===== src/rtl/muldiv_hilo_ctrl_if.sv =====
// muldiv_hilo_ctrl_if
//   Bundles the execute-stage request and result signals of the multiply/divide
//   sequencer. The slave modport is the sequencer's view; master is the pipeline's.
//   Requests : i_start, i_flush, i_funct, i_data_a (rs), i_data_b (rt)
//   Results  : o_busy (stall), o_done (FIX pulse), o_hi, o_lo, o_result (MFHI/MFLO mux)
interface muldiv_hilo_ctrl_if #(
    parameter int unsigned BITS_SIZE  = 32,
    parameter int unsigned BITS_FUNCT = 6
);
    logic                  i_start;
    logic                  i_flush;
    logic [BITS_FUNCT-1:0] i_funct;
    logic [BITS_SIZE-1:0]  i_data_a;
    logic [BITS_SIZE-1:0]  i_data_b;
    logic                  o_busy;
    logic                  o_done;
    logic [BITS_SIZE-1:0]  o_hi;
    logic [BITS_SIZE-1:0]  o_lo;
    logic [BITS_SIZE-1:0]  o_result;

    modport slave (
        input  i_start, i_flush, i_funct, i_data_a, i_data_b,
        output o_busy, o_done, o_hi, o_lo, o_result
    );

    modport master (
        output i_start, i_flush, i_funct, i_data_a, i_data_b,
        input  o_busy, o_done, o_hi, o_lo, o_result
    );
endinterface


===== src/rtl/muldiv_hilo_ctrl.sv =====
// muldiv_hilo_ctrl
//   Iterative multiply/divide sequencer owning the MIPS HI/LO pair. Runs a
//   BITS_SIZE-step shift-add multiply or restoring divide on operand magnitudes,
//   then applies sign fixups in a single FIX cycle and writes HI/LO.
//   Build option: define MULDIV_DIV_EN to include the divider; without it
//   DIV/DIVU are accepted as no-ops.
// Ports
//   i_clk      : clock, rising edge
//   i_reset_n  : synchronous active-low reset
//   bus        : muldiv_hilo_ctrl_if.slave (start/flush/funct/operands in;
//                busy/done/hi/lo/result out)
module muldiv_hilo_ctrl #(
    parameter int unsigned BITS_SIZE  = 32,
    parameter int unsigned BITS_FUNCT = 6,
    parameter int unsigned BITS_CNT   = 5
) (
    input  logic                i_clk,
    input  logic                i_reset_n,
    muldiv_hilo_ctrl_if.slave   bus
);

    localparam int unsigned W = BITS_SIZE;

    localparam logic [BITS_FUNCT-1:0] FUNCT_MFHI  = BITS_FUNCT'(6'b010000);
    localparam logic [BITS_FUNCT-1:0] FUNCT_MTHI  = BITS_FUNCT'(6'b010001);
    localparam logic [BITS_FUNCT-1:0] FUNCT_MFLO  = BITS_FUNCT'(6'b010010);
    localparam logic [BITS_FUNCT-1:0] FUNCT_MTLO  = BITS_FUNCT'(6'b010011);
    localparam logic [BITS_FUNCT-1:0] FUNCT_MULT  = BITS_FUNCT'(6'b011000);
    localparam logic [BITS_FUNCT-1:0] FUNCT_MULTU = BITS_FUNCT'(6'b011001);
`ifdef MULDIV_DIV_EN
    localparam logic [BITS_FUNCT-1:0] FUNCT_DIV   = BITS_FUNCT'(6'b011010);
    localparam logic [BITS_FUNCT-1:0] FUNCT_DIVU  = BITS_FUNCT'(6'b011011);
`endif

    localparam logic [1:0] ST_IDLE = 2'd0;
    localparam logic [1:0] ST_MUL  = 2'd1;
`ifdef MULDIV_DIV_EN
    localparam logic [1:0] ST_DIV  = 2'd2;
`endif
    localparam logic [1:0] ST_FIX  = 2'd3;

    localparam logic [BITS_CNT-1:0] CNT_LAST = BITS_CNT'(BITS_SIZE - 1);

    logic [1:0]          state_q, state_d;
    logic [BITS_CNT-1:0] cnt_q, cnt_d;
    // MUL: {partial product high, multiplier shifting out}.
    // DIV: {partial remainder, dividend shifting out / quotient shifting in}.
    logic [2*W-1:0]      prod_q, prod_d;
    // Multiplicand magnitude (MUL) or divisor magnitude (DIV).
    logic [W-1:0]        opb_q, opb_d;
    logic                neg_res_q, neg_res_d;
    logic [W-1:0]        hi_q, hi_d;
    logic [W-1:0]        lo_q, lo_d;
`ifdef MULDIV_DIV_EN
    logic                neg_rem_q, neg_rem_d;
    logic                op_div_q, op_div_d;
`endif

    // Operand decode and magnitudes
    logic           is_mul, is_signed;
    logic [W-1:0]   mag_a, mag_b;
    logic           sign_a, sign_b;
`ifdef MULDIV_DIV_EN
    logic           is_div;
`endif

    always_comb begin
        is_mul = (bus.i_funct == FUNCT_MULT) || (bus.i_funct == FUNCT_MULTU);
`ifdef MULDIV_DIV_EN
        is_div    = (bus.i_funct == FUNCT_DIV) || (bus.i_funct == FUNCT_DIVU);
        is_signed = (bus.i_funct == FUNCT_MULT) || (bus.i_funct == FUNCT_DIV);
`else
        is_signed = (bus.i_funct == FUNCT_MULT);
`endif
        sign_a = is_signed & bus.i_data_a[W-1];
        sign_b = is_signed & bus.i_data_b[W-1];
        mag_a  = sign_a ? (~bus.i_data_a + 1'b1) : bus.i_data_a;
        mag_b  = sign_b ? (~bus.i_data_b + 1'b1) : bus.i_data_b;
    end

    // One shift-add multiply step.
    logic [W:0]     mul_sum;
    logic [2*W-1:0] mul_next;

    always_comb begin
        mul_sum  = {1'b0, prod_q[2*W-1:W]} + (prod_q[0] ? {1'b0, opb_q} : {(W+1){1'b0}});
        mul_next = {mul_sum, prod_q[W-1:1]};
    end

`ifdef MULDIV_DIV_EN
    // One restoring-divide step: shift in the next dividend bit and try the divisor.
    // The trial result fits in W bits whenever it is non-negative, so bit W is the borrow.
    logic [W:0]     div_trial;
    logic [2*W-1:0] div_next;

    always_comb begin
        div_trial = {prod_q[2*W-1:W], prod_q[W-1]} - {1'b0, opb_q};
        if (!div_trial[W]) begin
            div_next = {div_trial[W-1:0], prod_q[W-2:0], 1'b1};
        end else begin
            div_next = {prod_q[2*W-2:0], 1'b0};
        end
    end
`endif

    // Sign fixups applied in FIX
    logic [2*W-1:0] prod_fix;
`ifdef MULDIV_DIV_EN
    logic [W-1:0]   quo_fix, rem_fix;
`endif

    always_comb begin
        prod_fix = neg_res_q ? (~prod_q + 1'b1) : prod_q;
`ifdef MULDIV_DIV_EN
        quo_fix  = neg_res_q ? (~prod_q[W-1:0] + 1'b1) : prod_q[W-1:0];
        rem_fix  = neg_rem_q ? (~prod_q[2*W-1:W] + 1'b1) : prod_q[2*W-1:W];
`endif
    end

    // Next-state logic
    always_comb begin
        state_d   = state_q;
        cnt_d     = cnt_q;
        prod_d    = prod_q;
        opb_d     = opb_q;
        neg_res_d = neg_res_q;
        hi_d      = hi_q;
        lo_d      = lo_q;
`ifdef MULDIV_DIV_EN
        neg_rem_d = neg_rem_q;
        op_div_d  = op_div_q;
`endif

        case (state_q)
            ST_IDLE: begin
                if (bus.i_start) begin
                    if (is_mul) begin
                        // Multiplier sits in the low half and is consumed LSB first.
                        prod_d    = {{W{1'b0}}, mag_b};
                        opb_d     = mag_a;
                        neg_res_d = sign_a ^ sign_b;
                        cnt_d     = CNT_LAST;
                        state_d   = ST_MUL;
`ifdef MULDIV_DIV_EN
                        op_div_d  = 1'b0;
                        neg_rem_d = 1'b0;
`endif
                    end
`ifdef MULDIV_DIV_EN
                    else if (is_div) begin
                        prod_d    = {{W{1'b0}}, mag_a};
                        opb_d     = mag_b;
                        neg_res_d = sign_a ^ sign_b;
                        neg_rem_d = sign_a;
                        op_div_d  = 1'b1;
                        cnt_d     = CNT_LAST;
                        state_d   = ST_DIV;
                    end
`endif
                    else if (bus.i_funct == FUNCT_MTHI) begin
                        hi_d = bus.i_data_a;
                    end else if (bus.i_funct == FUNCT_MTLO) begin
                        lo_d = bus.i_data_a;
                    end
                end
            end
            ST_MUL: begin
                prod_d = mul_next;
                if (cnt_q == '0) begin
                    state_d = ST_FIX;
                end else begin
                    cnt_d = cnt_q - 1'b1;
                end
            end
`ifdef MULDIV_DIV_EN
            ST_DIV: begin
                prod_d = div_next;
                if (cnt_q == '0) begin
                    state_d = ST_FIX;
                end else begin
                    cnt_d = cnt_q - 1'b1;
                end
            end
`endif
            ST_FIX: begin
`ifdef MULDIV_DIV_EN
                if (op_div_q) begin
                    hi_d = rem_fix;
                    lo_d = quo_fix;
                end else begin
                    hi_d = prod_fix[2*W-1:W];
                    lo_d = prod_fix[W-1:0];
                end
`else
                hi_d = prod_fix[2*W-1:W];
                lo_d = prod_fix[W-1:0];
`endif
                state_d = ST_IDLE;
            end
            default: begin
                state_d = ST_IDLE;
            end
        endcase

        // Flush beats everything the FSM wanted this cycle: no accept, no MT*
        // write, no FIX write-back.
        if (bus.i_flush) begin
            state_d = ST_IDLE;
            cnt_d   = '0;
            hi_d    = hi_q;
            lo_d    = lo_q;
        end
    end

    always_ff @(posedge i_clk) begin
        if (!i_reset_n) begin
            state_q   <= ST_IDLE;
            cnt_q     <= '0;
            prod_q    <= '0;
            opb_q     <= '0;
            neg_res_q <= 1'b0;
            hi_q      <= '0;
            lo_q      <= '0;
`ifdef MULDIV_DIV_EN
            neg_rem_q <= 1'b0;
            op_div_q  <= 1'b0;
`endif
        end else begin
            state_q   <= state_d;
            cnt_q     <= cnt_d;
            prod_q    <= prod_d;
            opb_q     <= opb_d;
            neg_res_q <= neg_res_d;
            hi_q      <= hi_d;
            lo_q      <= lo_d;
`ifdef MULDIV_DIV_EN
            neg_rem_q <= neg_rem_d;
            op_div_q  <= op_div_d;
`endif
        end
    end

    // Outputs
    always_comb begin
        bus.o_busy = (state_q != ST_IDLE);
        bus.o_done = (state_q == ST_FIX) && !bus.i_flush;
        bus.o_hi   = hi_q;
        bus.o_lo   = lo_q;
        if (bus.i_funct == FUNCT_MFHI) begin
            bus.o_result = hi_q;
        end else if (bus.i_funct == FUNCT_MFLO) begin
            bus.o_result = lo_q;
        end else begin
            bus.o_result = '0;
        end
    end

endmodule


===== src/flat_wrapper.sv =====
// flat-port wrapper written by rule: the top's interface ports become plain ports
module muldiv_hilo_ctrl_flat 
#(
    parameter int unsigned BITS_SIZE  = 32,
    parameter int unsigned BITS_FUNCT = 6,
    parameter int unsigned BITS_CNT   = 5
)
  (i_clk, i_reset_n, bus_i_start, bus_i_flush, bus_i_funct, bus_i_data_a, bus_i_data_b, bus_o_busy, bus_o_done, bus_o_hi, bus_o_lo, bus_o_result);
  muldiv_hilo_ctrl_if #(.BITS_SIZE(BITS_SIZE), .BITS_FUNCT(BITS_FUNCT)) bus_i ();
  input  logic i_clk;
  input  logic i_reset_n;
  input wire logic [$bits(bus_i.i_start)-1:0] bus_i_start;
  input wire logic [$bits(bus_i.i_flush)-1:0] bus_i_flush;
  input wire logic [$bits(bus_i.i_funct)-1:0] bus_i_funct;
  input wire logic [$bits(bus_i.i_data_a)-1:0] bus_i_data_a;
  input wire logic [$bits(bus_i.i_data_b)-1:0] bus_i_data_b;
  output wire logic [$bits(bus_i.o_busy)-1:0] bus_o_busy;
  output wire logic [$bits(bus_i.o_done)-1:0] bus_o_done;
  output wire logic [$bits(bus_i.o_hi)-1:0] bus_o_hi;
  output wire logic [$bits(bus_i.o_lo)-1:0] bus_o_lo;
  output wire logic [$bits(bus_i.o_result)-1:0] bus_o_result;
  assign bus_i.i_start = bus_i_start;
  assign bus_i.i_flush = bus_i_flush;
  assign bus_i.i_funct = bus_i_funct;
  assign bus_i.i_data_a = bus_i_data_a;
  assign bus_i.i_data_b = bus_i_data_b;
  assign bus_o_busy = bus_i.o_busy;
  assign bus_o_done = bus_i.o_done;
  assign bus_o_hi = bus_i.o_hi;
  assign bus_o_lo = bus_i.o_lo;
  assign bus_o_result = bus_i.o_result;
  muldiv_hilo_ctrl #(.BITS_SIZE(BITS_SIZE), .BITS_FUNCT(BITS_FUNCT), .BITS_CNT(BITS_CNT)) u_core (.i_clk(i_clk), .i_reset_n(i_reset_n), .bus(bus_i));
endmodule

===== config.mk =====
export PLATFORM = sky130hd
export DESIGN_NAME = muldiv_hilo_ctrl_flat
export DESIGN_NICKNAME = d
export VERILOG_FILES = /design/src/rtl/muldiv_hilo_ctrl_if.sv /design/src/rtl/muldiv_hilo_ctrl.sv /design/src/flat_wrapper.sv
export SDC_FILE = /design/constraint.sdc
export NUM_CORES = 1
export LEC_CHECK = 0
export ABC_AREA = 1
export BUFFER_PORTS_ARGS = -buffer_cell sky130_fd_sc_hd__clkbuf_2
export CAP_MARGIN = 30
export CORE_MARGIN = 4
export CORE_UTILIZATION = 35
export CTS_CLUSTER_DIAMETER = 100
export DETAILED_ROUTE_END_ITERATION = 10
export GPL_TIMING_DRIVEN = 0
export PLACE_DENSITY = 0.6
export SLEW_MARGIN = 10
export SYNTH_ARGS = -nofsm -noshare
export SYNTH_HDL_FRONTEND = slang
export SYNTH_SLANG_ARGS = --single-unit

===== constraint.sdc =====
create_clock -name i_clk -period 6.7 [get_ports i_clk]
set_input_delay 1.34 -clock i_clk [delete_from_list [all_inputs] [get_ports i_clk]]
set_output_delay 1.34 -clock i_clk [all_outputs]
set_load 0.01 [all_outputs]

* Yosys cells after proc, flatten, opt, wreduce, memory -nomap -nowiden
Index checks and enable logic that the tools add are counted. W data, S select, Z words.
Word-level totals: register bits 168, latch bits 0, RAM bits 0, memory bits (read-only) 0, input port bits 74, output and inout bits 98, word-level logic and storage cells 77, memories kept 0
Operators by class: add/subtract/negate cells 5, multiply operators 0, divide/modulo/power cells 0, magnitude comparators 0, eq/ne operators 16, shifts and indexed selects 0, multiplexer cells 26, bitwise operators 8, reductions and logical operators 15
Operators with widths (number):
- $mux W32 | 12
- $mux W64 | 3
- $pmux W32 S2 | 2
- $pmux W64 S2 | 1
- $add A32 B1 Y32 const B | 2
- $add A64 B1 Y64 const B | 1
- $not A32 Y32 | 2
- $not A64 Y64 | 1
- $eq A6 B5 Y1 const B | 6
- $add A32 B33 Y33 | 1
- $mux W5 | 3
- $pmux W5 S2 | 1
- $reduce_and A3 Y1 | 3
- $ne A2 B1 Y1 const B | 4
- $ne A2 B2 Y1 const B | 4
- $mux W2 | 3
- $reduce_and A6 Y1 | 1
- $reduce_bool A2 Y1 | 3
- $logic_not A5 Y1 | 1
- $reduce_and A5 Y1 | 1
- $sub A5 B1 Y5 const B | 1
- $pmux W2 S2 | 1
- $reduce_and A4 Y1 | 1
- $and A1 B1 Y1 | 2
- other kinds (9) | 10

* Logic depth before layout (Yosys ltp)
word-level depth 6, gate-level depth with buffers 18, gate-level depth less buffers 16

* Worst setup path before layout
OpenSTA, ideal clock, no wires.
path type input to output, from input bus_i_funct[5], to output bus_o_result[10], data arrival time 2.189 ns, data required time 5.360 ns, slack 3.171 ns, stages on the path 6, path buffers 1, cells stage by stage inv_1 -> nand2_1 -> nor2_2 -> nand3_1 -> clkbuf_1 -> o22ai_1
Between the ends: longest elaborated chain between the ends 3, elaborated cells between the ends (all ways) 4, classes of those cells eq/ne: 2; mux: 2
RTL lines:
- start, declared | RTL line flat_wrapper.sv:14 | input wire logic [$bits(bus_i.i_funct)-1:0] bus_i_funct;
- $eq A6 B5 Y1 | RTL line muldiv_hilo_ctrl.sv:251 | end else if (bus.i_funct == FUNCT_MFLO) begin
- $mux W32 | RTL line muldiv_hilo_ctrl.sv:251
- $mux W32 (*) | RTL line muldiv_hilo_ctrl.sv:249 | if (bus.i_funct == FUNCT_MFHI) begin
- end, declared | RTL line flat_wrapper.sv:21 | output wire logic [$bits(bus_i.o_result)-1:0] bus_o_result;
Mark *: on every way between the ends. The rest lies on a longest branch, timed or not.

* Final worst setup path
from input bus_i_funct[2], to output bus_o_result[2]
Same word-level chain as after synthesis.

==> impl_metrics.ini <==
[cts]
hold_buffers = 0
cts_buffers = 17
cts_tree = done
cts.path.max_buffers = 2
post_cts_resized = 0
path_clk_slew_ns = 0.06
clockRootBuffer = clkbuf_16
clock_latency_ns = 0.45
htree_levels = 4
clock_sinks = 168
postCtsSetupRepairBufs = 0

[sta]
fin_skew_ns = 0.0106
max_freq_mhz = 236
maxSlewHeadroom_pct = 44.8
slew_viol_final = 0
grt_setup_unrepaired = false
worst_slack_ns = 2.45
finalCriticalPeriod_ns = 4.25
finalSetupViolations = 0
post-route-period-util_pct = 63.4
tns_ns = 0
hold_viol_final = 0
tightestPinTransition_ns = 0.828

[synth]
ys_warn_count = 0
yosysSeqAreaShare_pct = 24.2
syn_avg_cell_area_um2 = 5.69
synth_area_leaders = dfxtp_1 24%, nand2_1 17%, inv_1 10%, nand3_1 9.1%, nor2_1 8.3%
synth-edff-count = 0
yosysTopAreaCell = dfxtp_1
synth_ff_type = dfxtp_1
yosysUniqueCellTypes = 48
synth-seq-cells = 168
synth_nets = 2554
synth_top_cell_area_share_pct = 24.2
synth_area_um2 = 13900
synthArstFlopShare_pct = 0
syn_inst = 2442

[final_layout]
area_growth_pct = 14.7
design_area_um2 = 15900
drive_gt1_share_pct = 10.9
fill_cells = 4386
layout_common_cells = 628 x nand2_1, 379 x inv_1, 308 x nor2_1, 252 x nand3_1, 186 x a21oi_1
postLayoutCoreUtil_pct = 40.9
final_common_cell = nand2_1
nets = 2743

[floorplanning]
core_area_um2 = 39000
rows = 72
fp.dieH_um = 207
initial_core_util_pct = 35.6
die_area_um2 = 43000
die_w_um = 207
io_pins = 172

[route]
wl_per_cell_um = 20.3
wl_um = 64300
ant_nets = 0
initialDrtViolationCount = 1541
vias = 16800
viasPerCell = 5.30
drtPass1Iterations = 6
post-route-drc-count = 0

[global_routing]
grt_first_pass_wirelength_um = 95400
first_global_vias = 15500
grt_max_degree = 17
grtUsageTotal_pct = 28.7
grt-ovfl-total = 0
grt_antenna_before_repair = 3

[placed_design]
dpl_cell_area_um2 = 15400
post-dp-hpwl_um = 54100
io_buffers = 170
gp_congestion = 1.02
dpl_worst_slack_ns = 2.52

[setup_path]
required_ns = 5.36
crit_path_top_delay_cell = nand4_1
path_common_cell = clkbuf_2
cp_top_family = buffers and inverters
crit_buf_inv = 3
crit_fanout = 10
critPathArrivalTime_ns = 2.91
startpoint_type = input pin
ff2ff_setup_slack_ns = 3.72
slowest_delay_ns = 0.43
end_kind = output pin
criticalPathCategory = input pin to output pin
cp_cell_sequence = clkbuf_2 > nor2_1 > nand4_1 > clkbuf_1 > o22ai_1 > clkbuf_2

[power]
power_density_nw_per_um2 = 137
irDropWorstVdd_v = 0.000148
p_leak_uw = 0.00819
finalPower_uw = 2190

[status]
status = finished clean

[run]
cap_violations = 0

[min_path]
hp-class = register to register
[layer usage]
metal	GRT usage, %	wire, µm
met1	39.7	29100
met2	45.4	28400
met3	4.65	4490
met4	10.5	2380
met5	0	32
[cell families after synthesis]
family / count (synthesis) / synth area share (%)
AO/OA/AOI/OAI: 433 / 17.4
XOR/XNOR: 19 / 1.20
adder cells (fa/ha/maj): 38 / 3.47
buffers and inverters: 478 / 13.7
flip-flops: 168 / 24.2
AND/OR/NAND/NOR: 1306 / 40.1
[cell type report]
cell class	count	area, µm²	area share, %
buffer	90	442	2.77
multi-input combinational	1796	8640	54.2
tap	518	648	4.06
sequential	168	3360	21.1
antenna	1	2.50	0.0157
inverter	388	1460	9.14
clock inverter	7	71.3	0.447
clock buffer	23	468	2.93
timing repair buffer	170	851	5.34
[registers in the layout (all words and copies together), names as in the netlist]
register          flops
u_core.neg_res_q      1
u_core.prod_q        64
u_core.opb_q         32
u_core.state_q        2
u_core.cnt_q          5
u_core.bus.o_hi      32
u_core.bus.o_lo      32
[path summary, 6_finish.rpt]
kind / start / endpoint / depth (start not counted)
worst max register to register: u_core.prod_q[0]$_SDFFE_PN0P_ / u_core.prod_q[59]$_SDFFE_PN0P_ / 16
worst min register to register: u_core.cnt_q[0]$_SDFFE_PP0P_ / u_core.cnt_q[0]$_SDFFE_PP0P_ / 1
worst max-delay path: bus_i_funct[2] / bus_o_result[2] / 6
worst min-delay path: u_core.cnt_q[0]$_SDFFE_PP0P_ / u_core.cnt_q[0]$_SDFFE_PP0P_ / 1
[cells in the mapped netlist (4+ instances only)]
cell type / number
nand2_1: 628
inv_1: 379
nor2_1: 308
nand3_1: 252
a21oi_1: 186
dfxtp_1: 168
o21ai_0: 128
clkbuf_1: 50
ha_1: 37
o22ai_1: 34
nand4_1: 27
a22oi_1: 23
buf_2: 19
nand3b_1: 19
xor2_1: 19
nor3_1: 18
or2_2: 15
o21bai_1: 13
a31oi_1: 11
nand2_2: 9
nor2_2: 9
inv_2: 8
o211ai_1: 8
o21a_1: 8
buf_4: 7
buf_6: 7
o21ai_1: 7
buf_1: 6
nor2_4: 6
o21ai_2: 4
[report_power, final]
part / total, µW / internal [µW] / switching [µW]
Sequential: 1010 / 1000 / 6.89
Clock: 953 / 527 / 426
Combinational: 223 / 62.0 / 161
[worst reg2reg max path, cell delays in order, from the launching register on]
cell and delay, ns:
dfxtp_1 0.30, buf_2 0.17, clkbuf_1 0.46, nand2_1 0.12, inv_1 0.08, ha_1 0.18
inv_1 0.06, fa_1 0.36, inv_1 0.14, nand3_1 0.09, nand3_1 0.14, nand3_1 0.09
nand3_1 0.21, nand2_1 0.17, nand3_1 0.12, nand3_1 0.08, a21oi_1 0.15
[through the flow]
step / hold WS [ns] / instances
detailed placement: 0.450 / 3130
floorplan: 0.431 / 2442
global route: 0.513 / 3160
finish: 0.467 / 3161
global placement: 0.448 / 3130
CTS: 0.465 / 3160
No activity file was read; power rests on OpenSTA's default activity.
